<file path="src/rtl/td4x_cpu.sv">
// td4x_cpu: a TD4-style 4-bit-opcode CPU with a writable program store.
// It has two data registers (A, B), an output register, a carry flag and a
// halt flag. Instructions execute at a divided tick rate while run=1, or one
// per step pulse while run=0.
//
// Ports:
//   clk        sole clock, rising edge
//   rst        synchronous active-high reset (program store is kept)
//   run        1 = free-run at tick rate, 0 = paused (load / single-step)
//   step       executes one instruction on this edge while run=0
//   prog_we    program-store write enable (honoured only while run=0)
//   prog_addr  program-store write address
//   prog_data  instruction word: [DW+3:DW] opcode, [DW-1:0] immediate
//   in_port    input port read by IN A / IN B
//   out_port   output register
//   pc         program counter
//   carry      carry flag
//   halted     set by HLT, cleared only by rst
module td4x_cpu #(
    parameter int DW  = 4,
    parameter int AW  = 4,
    parameter int DIV = 500000
) (
    input  logic          clk,
    input  logic          rst,
    input  logic          run,
    input  logic          step,
    input  logic          prog_we,
    input  logic [AW-1:0] prog_addr,
    input  logic [DW+3:0] prog_data,
    input  logic [DW-1:0] in_port,
    output logic [DW-1:0] out_port,
    output logic [AW-1:0] pc,
    output logic          carry,
    output logic          halted
);

    localparam int CW = (DIV > 1) ? $clog2(DIV) : 1;

    typedef enum logic [3:0] {
        OP_ADD_A  = 4'b0000,
        OP_MOV_AB = 4'b0001,
        OP_IN_A   = 4'b0010,
        OP_MOV_A  = 4'b0011,
        OP_MOV_BA = 4'b0100,
        OP_ADD_B  = 4'b0101,
        OP_IN_B   = 4'b0110,
        OP_MOV_B  = 4'b0111,
        OP_OUT_B  = 4'b1001,
        OP_OUT_IM = 4'b1011,
        OP_HLT    = 4'b1101,
        OP_JNC    = 4'b1110,
        OP_JMP    = 4'b1111
    } opcode_t;

    logic [DW+3:0] store [2**AW];
    logic [DW-1:0] reg_a;
    logic [DW-1:0] reg_b;
    logic [CW-1:0] div_cnt;

    logic          tick;
    logic          exec;
    logic [DW+3:0] instr;
    logic [3:0]    opcode;
    logic [DW-1:0] im;
    logic [AW-1:0] target;
    logic [AW-1:0] pc_next;
    logic [DW:0]   sum_a;
    logic [DW:0]   sum_b;

    assign tick    = (div_cnt == CW'(DIV - 1));
    assign exec    = ~halted & (run ? tick : step);
    // Asynchronous read: the instruction is the word held before this edge,
    // so a same-edge write to store[pc] cannot affect it.
    assign instr   = store[pc];
    assign opcode  = instr[DW+3:DW];
    assign im      = instr[DW-1:0];
    assign pc_next = pc + AW'(1);
    assign sum_a   = {1'b0, reg_a} + {1'b0, im};
    assign sum_b   = {1'b0, reg_b} + {1'b0, im};

    // Jump target: low AW bits of the immediate, or the immediate
    // zero-extended when the address is wider than the data path.
    if (AW <= DW) begin : g_tgt_slice
        assign target = im[AW-1:0];
    end else begin : g_tgt_ext
        assign target = {{(AW - DW){1'b0}}, im};
    end

    // NOTE: the program store has no reset branch so it maps onto plain RAM;
    // its contents survive rst by design. rst still blocks the write.
    always_ff @(posedge clk) begin
        if (!rst && prog_we && !run) begin
            store[prog_addr] <= prog_data;
        end
    end

    // NOTE: sequential state uses non-blocking assignments only; a default
    // (carry cleared, pc incremented) is assigned first and the opcode case
    // overrides it -- the last non-blocking assignment in the block wins.
    always_ff @(posedge clk) begin
        if (rst) begin
            reg_a    <= '0;
            reg_b    <= '0;
            out_port <= '0;
            pc       <= '0;
            carry    <= 1'b0;
            halted   <= 1'b0;
            div_cnt  <= '0;
        end else begin
            // Divider only counts while free-running; pausing or halting
            // parks it at 0 so the next tick is a full DIV clocks away.
            if (run && !halted) begin
                div_cnt <= tick ? '0 : div_cnt + CW'(1);
            end else begin
                div_cnt <= '0;
            end

            if (exec) begin
                carry <= 1'b0;
                pc    <= pc_next;
                case (opcode)
                    OP_ADD_A: begin
                        reg_a <= sum_a[DW-1:0];
                        carry <= sum_a[DW];
                    end
                    OP_ADD_B: begin
                        reg_b <= sum_b[DW-1:0];
                        carry <= sum_b[DW];
                    end
                    OP_MOV_A:  reg_a    <= im;
                    OP_MOV_B:  reg_b    <= im;
                    OP_MOV_AB: reg_a    <= reg_b;
                    OP_MOV_BA: reg_b    <= reg_a;
                    OP_IN_A:   reg_a    <= in_port;
                    OP_IN_B:   reg_b    <= in_port;
                    OP_OUT_B:  out_port <= reg_b;
                    OP_OUT_IM: out_port <= im;
                    OP_JMP:    pc       <= target;
                    // carry here is the flag held before this edge.
                    OP_JNC: begin
                        if (!carry) pc <= target;
                    end
                    OP_HLT: begin
                        halted <= 1'b1;
                        pc     <= pc;
                    end
                    default: ;  // unlisted opcodes act as NOP
                endcase
            end
        end
    end

endmodule

</file>
<file path="config.mk">
export PLATFORM = sky130hd
export DESIGN_NAME = td4x_cpu
export DESIGN_NICKNAME = d
export VERILOG_FILES = /design/src/rtl/td4x_cpu.sv
export SDC_FILE = /design/constraint.sdc
export NUM_CORES = 1
export LEC_CHECK = 0
export ABC_CLOCK_PERIOD_IN_PS = 3000
export CAP_MARGIN = 20
export CORE_UTILIZATION = 54
export DETAILED_ROUTE_END_ITERATION = 8
export PLACE_DENSITY = 0.87
export SETUP_SLACK_MARGIN = 0.4
export SYNTH_ARGS = -nofsm -noshare
export SYNTH_HDL_FRONTEND = slang
export SYNTH_SLANG_ARGS = --single-unit
</file>
<file path="constraint.sdc">
create_clock -name clk -period 3 [get_ports clk]
set_input_delay 0.6 -clock clk [delete_from_list [all_inputs] [get_ports clk]]
set_output_delay 0.6 -clock clk [all_outputs]
set_load 0.01 [all_outputs]
</file>
======== After elaboration in Yosys (flattened, before gate mapping) ========
Memories as Yosys holds them, arrays and structs flattened. A register that Yosys moved wholly into a read port is not among the register bits.
Cells that the tools add are included.
word-level totals
  register bits after elaboration ......... 37
  bits in latches ......................... 0
  RAM bits ................................ 128
  memory bits (read-only) ................. 0
  bits of input ports ..................... 21
  output and inout bits ................... 10
  word-level logic and storage cells ...... 56
  memories ................................ 1
memories
  memory  words  width  read ports  clocked after memory_dff  wr ports  line  RTL
  store   16     8      1           1                         1         56    logic [DW+3:0] store [2**AW];
cells by class
  $add $sub $neg .......................... 4
  $mul .................................... 0
  div/mod/pow operators ................... 0
  $lt $le $gt $ge ......................... 0
  equality and inequality tests ........... 13
  shifts and indexed selects .............. 0
  mux-type cells .......................... 11
  bitwise logic cells ..................... 4
  reduce and logical (&&, ||, !) cells .... 16
operators by type and width
  operator                                                          count
  4-bit case mux with 4 select lines                                2
  4-bit == test (second input constant)                             5
  19-bit by 1-bit adder with 19-bit output (second input constant)  1
  19-bit == test (second input constant)                            1
  4-bit by 3-bit == test with 1-bit output (second input constant)  4
  4-bit 2-to-1 mux                                                  3
  4-bit case mux with 3 select lines                                1
  4-bit by 4-bit adder with 5-bit output                            2
  2-bit AND reduction                                               5
  4-bit by 2-bit == test with 1-bit output (second input constant)  2
  4-bit case mux with 2 select lines                                1
  4-bit nonzero test                                                2
  4-bit by 1-bit adder with 4-bit output (second input constant)    1
  4-bit by 1-bit == test with 1-bit output (second input constant)  1
  4-bit logical NOT                                                 1
  1-bit logical AND                                                 3
  1-bit logical NOT                                                 3
  1-bit 2-to-1 mux                                                  3
  1-bit NOT                                                         3
  3-bit OR reduction                                                1
  1-bit case mux with 2 select lines                                1
  2-bit nonzero test                                                1
  1-bit AND                                                         1

======== Depth between registers and ports, before layout ========
Gate-level depths: netlist of run 1.
  depth in word-level cells ............... 6
  mapped depth ............................ 13
  depth with buffers taken out ............ 10

======== Least setup slack after synthesis of run 1 ========
OpenSTA, ideal clock, no wires.
  path type ............................... reg2reg
  start point ............................. reg (tool-made name)
  end point ............................... reg reg_a[3]
  library setup time ...................... 119 ps
  arrival time ............................ 3,195 ps
  data required time ...................... 2,881 ps
  slack ................................... -314 ps
  stages on the path, launching flop included .. 14
  path buffers ............................ 3
  clock period less this slack ............ 3,314 ps
  cells stage by stage .................... dfxtp_1 buf_6 buf_6 buf_2 mux4_2 mux4_2 ha_1 a21o_1 a21oi_1 xor2_1 nor2_1 a21oi_1 o21ai_0 o221a_1
RTL lines
  what                    line  RTL
  end signal: assignment  124   reg_a <= sum_a[DW-1:0];
  end signal: assignment  131   OP_MOV_A: reg_a <= im;
  end signal: assignment  133   OP_MOV_AB: reg_a <= reg_b;
  end: declaration        57    logic [DW-1:0] reg_a;

==> results_dict.tcl, run 1 <==
set metrics [dict create \
    antenna_left 0 \
    nNetsFinal 584 \
    final_min_period_over_clock_period 1.015 \
    global_route_wire_length_before_repair_um 24810 \
    avgRoutedWirePerCell_um 23.06 \
    drv.max_cap_violation_count 0 \
    post-route-worst-setup-slack_ns -0.04376 \
    fin_setup_tns_ns -0.06939 \
    cts_max_level 4 \
    antenna_violations_before_repair 0 \
    report.final.slew_viol_count 0 \
    pre_cts_slack_ns -0.07597 \
    clkLatencyLatePin_ns 0.43 \
    min-delay-path-class "reg2reg" \
    synth_top_cells_by_area "edfxtp_1 (54%), dfxtp_1 (11%), mux4_2 (9.7%)" \
    synthesis.nets 497 \
    die_w_um 117.2 \
    post_synth_instance_area_mm2 0.007163 \
    max-slew-margin-rel 0.6229 \
    dpl.hpwl_um 10070 \
    worst-r2r-cell-count 11 \
    floorplan.die_area_mm2 0.01373 \
    numCtsBuffers 17 \
    intPower_w 0.005561 \
    remaining_drc_errors 0 \
    number_of_global_route_vias_before_repair 4428 \
    synth_area_per_cell_um2 15.44 \
    ctsRootBufferMaster "clkbuf_16" \
    cts_tree "yes" \
    failed_checks "setup timing" \
    n_antenna_cell 0 \
    track_usage 0.2568 \
    synthArstFlopShare 0 \
    ir_worst_vdd_mv 0.5896 \
    timing.final.setup_violations 2 \
    grt_overflow_total 0 \
    synth_cell_types 55 \
    timing.final.hold_violations 0 \
    power_switching_share 0.3049 \
    min_to "div_cnt[0]$_SDFF_PP0_" \
    clkSlewWorstSetupHoldPaths_ns 0.07 \
    power_density_mw_per_mm2 897.4 \
    critPathMaxFanout 8 \
    hold_path_depth 1 \
    flops_latches_synth 169 \
    postSynthCellCount 464 \
    startpoint_type "flop" \
    fp.coreArea_mm2 0.01277 \
    io_pins 31 \
    data_arrival_at_the_endpoint_of_the_critical_path_ns 3.36 \
    power.net_switching_w 0.002439 \
    globalplace.congestion 0.8329 \
    worst_slew_pin_slew_ns 0.5639 \
    clock_sinks 169 \
    drt-pass1-iter-count 5 \
    outcome "finished, violations left" \
    yosysSeqAreaShare 0.6512 \
    yosys_warnings 0 \
    utilization 0.6979 \
    fraction_of_layout_instances_using_a_drive_strength_above_1 0.2872 \
    grt_start_max_net_pins 21 \
    netlist.top_cell.by_area "edfxtp_1" \
    worstHoldStart "div_cnt[0]$_SDFF_PP0_" \
    routed_wirelength_um 16970 \
    synth_largest_type_area_fraction 0.5366 \
    placement.io_buffers 30 \
    postSynth.topFlopCell "edfxtp_1" \
    seq_power_share 0.347 \
    vias 4541 \
    timing.critical_path.required_ns 3.32 \
    detail_route.iter0.violations 599 \
    max-clock-path-buffers 2 \
    worst_r2r_end "reg_a[3]$_SDFFE_PP0P_" \
    minimum_clock_period_ns 3.044 \
    die_h_um 117.2 \
    rsz_0062_raised_after_global_routing "yes" \
    postCtsHoldBufs 0 \
    initial_utilization 0.5608 \
    achievable-frequency_mhz 328.5 \
    finClkSkew_ns 0.01548 \
    hold-worst-slack_ns 0.4552 \
    worstSetupPathType "reg2reg" \
    synth_enable_flop_cells 128 \
    p_clk_frac 0.289 \
    synthToLayoutAreaGrowth_pct 24.45 \
    core.rowCount 41 \
    crit_path_end_kind "flop" \
    post_drt_via_cell_ratio 6.170 \
    total_leakage_power_nw 3.028 \
    reg2reg_setup_slack_ns -0.04 \
    combinationalPowerShare 0.364 \
]
[cells in the final DEF, fill, tap and decap left out, types with 3 or more instances in the layout]
master and count:
edfxtp_1 128, nor2_1 57, buf_4 46, dfxtp_1 38, mux4_2 31, mux2i_1 31
clkdlybuf4s50_1 30, nand2_1 21, clkbuf_16 17, xor2_1 12, o21ai_1 7, a21oi_1 7
xnor2_1 7, nand3_1 7, nor3_1 6, inv_1 6, ha_4 6, mux2i_2 5
buf_6 5, nand4b_1 4, a221oi_2 4, a21oi_2 4, a211oi_1 4, ha_1 4
bufinv_16 4, buf_12 4, nand2b_1 3, nor2b_1 3, o221a_1 3, a21o_1 3
clkinv_1 3
[flip-flops by register name, summed over array words and instances, names as in the netlist, named ones only]
signal,cells
pc,4
out_port,4
div_cnt,19
store,128
carry,1
reg_b,4
reg_a,4
halted,1
[synth_stat cells (5+ instances only)]
cell type,instances
clkbuf_1,5
nor3_1,6
xor2_1,12
buf_2,7
nand3_1,7
ha_1,10
inv_1,6
nor2_1,57
a21oi_1,11
mux2i_1,36
edfxtp_1,128
xnor2_1,8
mux4_2,31
o21ai_0,6
nand2_1,21
dfxtp_1,41
a221oi_1,5
[cell type report]
type | instances | area [um^2]
clock buffers | 18 | 429.2
flip-flops and latches | 169 | 4671
clock inverters | 14 | 192.7
well taps | 172 | 215.2
inverters | 7 | 26.28
repair buffers | 86 | 809.5
fillers | 755 | 3859
multi-input cells | 270 | 2571
[per-layer routing]
metal  part of all wire  GRT usage  up-vias
li1                   -          -     1971
met1               0.39     0.3379     2238
met2               0.51     0.4208      285
met3              0.077    0.05973       47
met4              0.026    0.09283        0
met5                  0          0        -
[power groups by stage]
stage | logic, W | clock network [W] | registers [W]
6_report | 0.00291 | 0.00232 | 0.00278
3_5_place_dp | 0.00222 | 0 | 0.00280
2_1_floorplan | 0.00167 | 0 | 0.00274
5_1_grt | 0.00305 | 0.00243 | 0.00279
4_1_cts | 0.00250 | 0.00233 | 0.00276
3_3_place_gp | 0.00213 | 0 | 0.00279
[worst max path at each step]
stage	startpoint	end	slack (ns)	cells after the start
after floorplan	flop	reg_a[3]$_SDFFE_PP0P_	-0.02	13
after global placement	flop	reg_a[3]$_SDFFE_PP0P_	0.01	10
after detailed placement	flop	reg_a[3]$_SDFFE_PP0P_	-0.08	10
after CTS	flop	carry$_SDFFE_PP0P_	0.05	11
after global routing	flop	carry$_SDFFE_PP0P_	-0.11	10
final	flop	reg_a[3]$_SDFFE_PP0P_	-0.04	11
[metrics by stage]
step / instance area [um^2] / instances / power [W]
after detailed placement: 7910 / 683 / 0.005019
after floorplan: 7251 / 464 / 0.004409
after global routing: 8915 / 736 / 0.008268
final: 8915 / 736 / 0.008000
after global placement: 7910 / 683 / 0.004920
after CTS: 8705 / 725 / 0.007587
[cells by family (layout without fill, tap and decap cells)]
family	Yosys count	after routing	share of synthesized area
fa+ha+maj	12	12	0.02306
xor+xnor	20	20	0.02445
simple gates	121	121	0.08227
flops	169	169	0.6512
mux	68	68	0.1493
compound gates	49	49	0.05066
buf+inv	25	125	0.01904
[timing repair]
item	4_1_cts	5_1_grt
setup buffers	9	11
gates resized for setup	12	26
setup endpoints to repair	21	21
pin swaps	10	27
cloned	1	0
[critical path, stage by stage (launching register included)]
cell and delay [ns]:
dfxtp_4 0.45, buf_12 0.14, mux4_2 0.49, mux4_2 0.54
ha_4 0.24, a21o_1 0.18, a21oi_2 0.15, xor2_1 0.21
nor2_1 0.09, a21oi_1 0.14, o21ai_1 0.09, o221a_1 0.21
No activity file was read; power rests on OpenSTA's default activity.
==> run 2, diff against run 1 <==
Settings changed: CORE_MARGIN set to 2.
==> results_dict.tcl, run 2 (synthesis gave the netlist of run 1 again) <==
set metrics [dict create \
    dpl.hpwl_um 10110 \
    clock_sinks 169 \
    largest_registers_in_the_final_layout "store (128), div_cnt (19)" \
    total_leakage_power_nw 2.988 \
    final_min_period_over_clock_period 1.012 \
    max-slew-margin-rel 0.6042 \
    post_drt_via_cell_ratio 6.100 \
    drv.max_cap_violation_count 0 \
    number_of_global_route_vias_before_repair 4492 \
    finClkSkew_ns 0.01008 \
    post-route-worst-setup-slack_ns -0.03551 \
    timing.final.hold_violations 0 \
    nNetsFinal 573 \
    fraction_of_met1_tracks_used_by_global_routing 0.2945 \
    timing.final.setup_violations 2 \
    startpoint_type "flop" \
    avgRoutedWirePerCell_um 22.95 \
    floorplan.die_area_mm2 0.01420 \
    routed_wirelength_um 16730 \
    cts_tree "yes" \
    final_cell_area_mm2 0.008900 \
    failed_checks "setup timing" \
    track_usage 0.2362 \
    drt-pass1-iter-count 5 \
    core.rowCount 42 \
    grt_overflow_total 0 \
    globalRouteMet3Util 0.05460 \
    grt_start_max_net_pins 22 \
    achievable-frequency_mhz 329.4 \
    worstSetupPathType "reg2reg" \
    fp.coreArea_mm2 0.01309 \
    io_pins 31 \
    placement.io_buffers 30 \
    power_density_mw_per_mm2 889.1 \
    die_w_um 119.2 \
    n_antenna_cell 0 \
    vias 4447 \
    place_inst 682 \
    minimum_clock_period_ns 3.036 \
    min-delay-path-class "reg2reg" \
    rsz_0062_raised_after_global_routing "yes" \
    ir_worst_vdd_mv 0.6448 \
    globalplace.congestion 0.8824 \
    critPathMaxFanout 8 \
    cts_max_level 4 \
    worst_slew_pin_slew_ns 0.5918 \
    layoutNonFillerInstCount 729 \
    die_h_um 119.2 \
    report.final.slew_viol_count 0 \
    antenna_left 0 \
    mostFrequentLayoutCell "edfxtp_1" \
    ctsRootBufferMaster "clkbuf_16" \
    data_arrival_at_the_endpoint_of_the_critical_path_ns 3.35 \
    timing.critical_path.required_ns 3.32 \
    total_cell_area_at_the_placement_stage_mm2 0.007878 \
    largest_register_ff_count 128 \
    outcome "finished, violations left" \
    layout_common_cells "edfxtp_1 (128), nor2_1 (57), dfxtp_1 (35)" \
    clkLatencyLatePin_ns 0.44 \
    remaining_drc_errors 0 \
    detail_route.iter0.violations 564 \
    global_route_wire_length_before_repair_um 24630 \
    fraction_of_layout_instances_using_a_drive_strength_above_1 0.2785 \
    clkSlewWorstSetupHoldPaths_ns 0.07 \
    crit_path_end_kind "flop" \
    initial_utilization 0.5474 \
    busiest_layer "met2" \
    met2_global_route_usage 0.3847 \
    utilization 0.6801 \
    numCtsBuffers 17 \
    max-clock-path-buffers 2 \
    antenna_violations_before_repair 0 \
    largest_register "store" \
    synthToLayoutAreaGrowth_pct 24.24 \
]
-- run 2: final timing paths --
path / startpoint / to / slack, ns / cells past startpoint
worst min register to register: div_cnt[0]$_SDFF_PP0_ / div_cnt[0]$_SDFF_PP0_ / 0.42 / 1
worst max-delay path: flop / carry$_SDFFE_PP0P_ / -0.04 / 10
worst min-delay path: div_cnt[0]$_SDFF_PP0_ / div_cnt[0]$_SDFF_PP0_ / 0.42 / 1
worst max register to register: flop / carry$_SDFFE_PP0P_ / -0.04 / 10
-- run 2: area by class of cell --
type                            count  area, um^2
Sequential cell                   169        4674
Multi-Input combinational cell    270        2616
Inverter                            7       26.28
Clock buffer                       18       429.2
Fill cell                         799        4185
Tap cell                          176       220.2
Timing Repair Buffer               75       749.5
Clock inverter                     14       183.9
-- run 2: power by group --
| group | leakage [nW] | switching, W | internal, W |
|---|---|---|---|
| clock | 0.292 | 0.000952 | 0.00133 |
| combinational | 1.21 | 0.00136 | 0.00150 |
| sequential | 1.49 | 0.000159 | 0.00261 |
-- run 2: per-layer routing --
metal  part of all wire  vias up
met1               0.40     2224
met4              0.027        0
met5                  0        -
met2               0.51      229
li1                   -     1957
met3              0.065       37
-- run 2: critical path, stage by stage (launching register included) --
cell and delay, ns:
dfxtp_4 0.43, mux4_2 0.56, mux4_2 0.61, ha_4 0.21
fa_2 0.35, a21o_1 0.20, a21oi_2 0.15, or2_4 0.13
mux2i_1 0.05, a22oi_1 0.16, nor2_1 0.07
-- run 2: repair_timing --
item	CTS	global route
endpoints found under the setup margin	21	22
hold buffers	0	0
buffers inserted	9	4
gates cloned	1	1
resized for setup	13	33
pin swaps	13	19
-- run 2: through the flow --
| stage | total power [W] | hold slack [ns] | setup TNS, ns | setup WS (ns) |
|---|---|---|---|---|
| after floorplan | 0.004409 | 0.4175 | -0.02117 | -0.01889 |
| after global placement | 0.004869 | 0.4277 | 0 | 0.03196 |
| after detailed placement | 0.004966 | 0.4581 | -0.07750 | -0.04580 |
| after CTS | 0.007493 | 0.4687 | 0 | 0.03308 |
| after global routing | 0.008203 | 0.4413 | -0.4050 | -0.1427 |
| final | 0.007913 | 0.4232 | -0.05674 | -0.03551 |
==> run 3, diff against run 2 <==
Settings changed: GPL_TIMING_DRIVEN set to 0.
==> results_dict.tcl, run 3 (synthesis gave the netlist of run 1 again) <==
set metrics [dict create \
    outcome "finished, violations left" \
    failed_checks "setup timing" \
    number_of_global_route_vias_before_repair 4552 \
    core.rowCount 42 \
    crit_path_end_kind "flop" \
    critPathMaxFanout 7 \
    minimum_clock_period_ns 3.241 \
    clock_sinks 169 \
    clkLatencyLatePin_ns 0.43 \
    num-fill-cells 774 \
    ir_worst_vdd_mv 0.6297 \
    utilization 0.6896 \
    data_arrival_at_the_endpoint_of_the_critical_path_ns 3.56 \
    hold_path_depth 1 \
    finClkSkew_ns 0.01073 \
    io_pins 31 \
    vias 4603 \
    fraction_of_layout_instances_using_a_drive_strength_above_1 0.3132 \
    cp_common_cell "buf_12" \
    fp.coreArea_mm2 0.01309 \
    grt_overflow_total 0 \
    floorplan.die_area_mm2 0.01420 \
    detail_route.iter0.violations 505 \
    rsz_0062_raised_after_global_routing "yes" \
    dpl.hpwl_um 9978 \
    cts_max_level 4 \
    drv.max_cap_violation_count 0 \
    n_antenna_cell 0 \
    post-route-worst-setup-slack_ns -0.2413 \
    drt-pass1-iter-count 6 \
    fraction_of_met1_tracks_used_by_global_routing 0.3079 \
    worst_slew_pin_slew_ns 0.9578 \
    busiest_layer "met2" \
    cts_tree "yes" \
    die_w_um 119.2 \
    power_density_mw_per_mm2 896.7 \
    largest_registers_in_the_final_layout "store (128), div_cnt (19)" \
    remaining_drc_errors 0 \
    max-clock-path-buffers 2 \
    crit_path_top_delay_cell "mux4_2" \
    globalplace.congestion 0.8703 \
    largest_register_ff_count 128 \
    antenna_left 0 \
    cp_cell_instances "buf_12 > buf_12 > buf_12 > mux4_2 > mux4_2 > ha_4 > a21o_1 > a21oi_2 > xor2_1 > nor2_1 > a21oi_1 > o21ai_1 > o221a_1" \
    mostFrequentLayoutCell "edfxtp_1" \
    global_route_wire_length_before_repair_um 25350 \
    met2_global_route_usage 0.4045 \
    synthToLayoutAreaGrowth_pct 25.97 \
    timing.final.hold_violations 0 \
    min-delay-path-class "reg2reg" \
    fin_setup_tns_ns -0.7137 \
    pre_cts_slack_ns -0.4657 \
    grt_start_max_net_pins 17 \
    avgRoutedWirePerCell_um 23.86 \
    total_cell_area_at_the_placement_stage_mm2 0.007789 \
    clkSlewWorstSetupHoldPaths_ns 0.07 \
    report.final.slew_viol_count 0 \
    die_h_um 119.2 \
    max-slew-margin-rel 0.3591 \
    timing.critical_path.required_ns 3.32 \
    layout_common_cells "edfxtp_1 (128), nor2_1 (48), dfxtp_1 (39)" \
    postCtsHoldBufs 0 \
    ctsRootBufferMaster "clkbuf_16" \
    startpoint_type "flop" \
    total_leakage_power_nw 2.986 \
    largest_register "store" \
    globalRouteMet3Util 0.06513 \
    antenna_violations_before_repair 0 \
    placement.io_buffers 29 \
    final_min_period_over_clock_period 1.080 \
    cpPeakStageDelay_ns 0.61 \
    final_cell_area_mm2 0.009024 \
    worstSetupPathType "reg2reg" \
    routed_wirelength_um 17610 \
    nNetsFinal 583 \
    total_power_w 0.008091 \
    post_drt_via_cell_ratio 6.237 \
    track_usage 0.2441 \
    worst-r2r-cell-count 13 \
    achievable-frequency_mhz 308.5 \
    timing.final.setup_violations 5 \
    numCtsBuffers 17 \
    initial_utilization 0.5474 \
]
[run 3: cell types whose count changed in the layout (fill, tap and decap cells not counted), sizes merged]
cell / delta
clkinv: +3
clkbuf: +3
buf: +8
bufbuf: -1
clkinvlp: +2
bufinv: -3
clkdlybuf4s50: -1
inv: -2
[run 3: cell type report]
class                      instances  area, um^2  share of cell area
multi-input combinational        270        2726              0.3021
clock buffer                      17       425.4             0.04714
sequential                       169        4667              0.5172
buffer                            18       209.0             0.02316
inverter                           7       26.28            0.002912
timing repair buffer              67       630.6             0.06988
clock inverter                    14       118.9             0.01317
tap                              176       220.2             0.02440
[run 3: power breakdown]
part | switching, W | total (W) | internal (W) | leakage [nW]
Combinational | 0.00159 | 0.00333 | 0.00174 | 1.25
Sequential | 0.000120 | 0.00273 | 0.00261 | 1.48
Clock | 0.000959 | 0.00203 | 0.00107 | 0.253
[run 3: layer usage]
| layer | routed length, um | part of all wire |
|---|---|---|
| met1 | 6713 | 0.38 |
| met2 | 9044 | 0.51 |
| met3 | 1320 | 0.075 |
| met4 | 532 | 0.030 |
| met5 | 0 | 0 |
[run 3: critical path, delay by kind of cell (launching register included)]
family / cells / cell delay [ns]
DFF: 1 / 0.34
xor gates and xnor gates: 1 / 0.16
AOI/OAI and AO/OA: 5 / 0.84
and+or+nand+nor: 1 / 0.08
muxes: 2 / 1.13
buffers and inverters: 3 / 0.32
adders and majority gates: 1 / 0.25
[run 3: stage by stage]
stage | hold slack, ns | std cells
final | 0.4775 | 738
after global routing | 0.4943 | 738
after CTS | 0.4612 | 723
after detailed placement | 0.4521 | 672
after global placement | 0.4351 | 669
after floorplan | 0.4175 | 464
[run 3: path summary, 6_finish.rpt]
| kind | from | to | slack, ns |
|---|---|---|---|
| max reg2reg | flop | reg_a[3]$_SDFFE_PP0P_ | -0.24 |
| min | div_cnt[0]$_SDFF_PP0_ | div_cnt[0]$_SDFF_PP0_ | 0.48 |
| min reg2reg | div_cnt[0]$_SDFF_PP0_ | div_cnt[0]$_SDFF_PP0_ | 0.48 |
| max | flop | reg_a[3]$_SDFFE_PP0P_ | -0.24 |
[run 3: repair_timing]
action | CTS | global route
setup endpoints to repair | 57 | 52
pin swaps | 11 | 17
hold endpoints to repair | 0 | 0
gates resized for setup | 43 | 46
setup buffers | 20 | 15
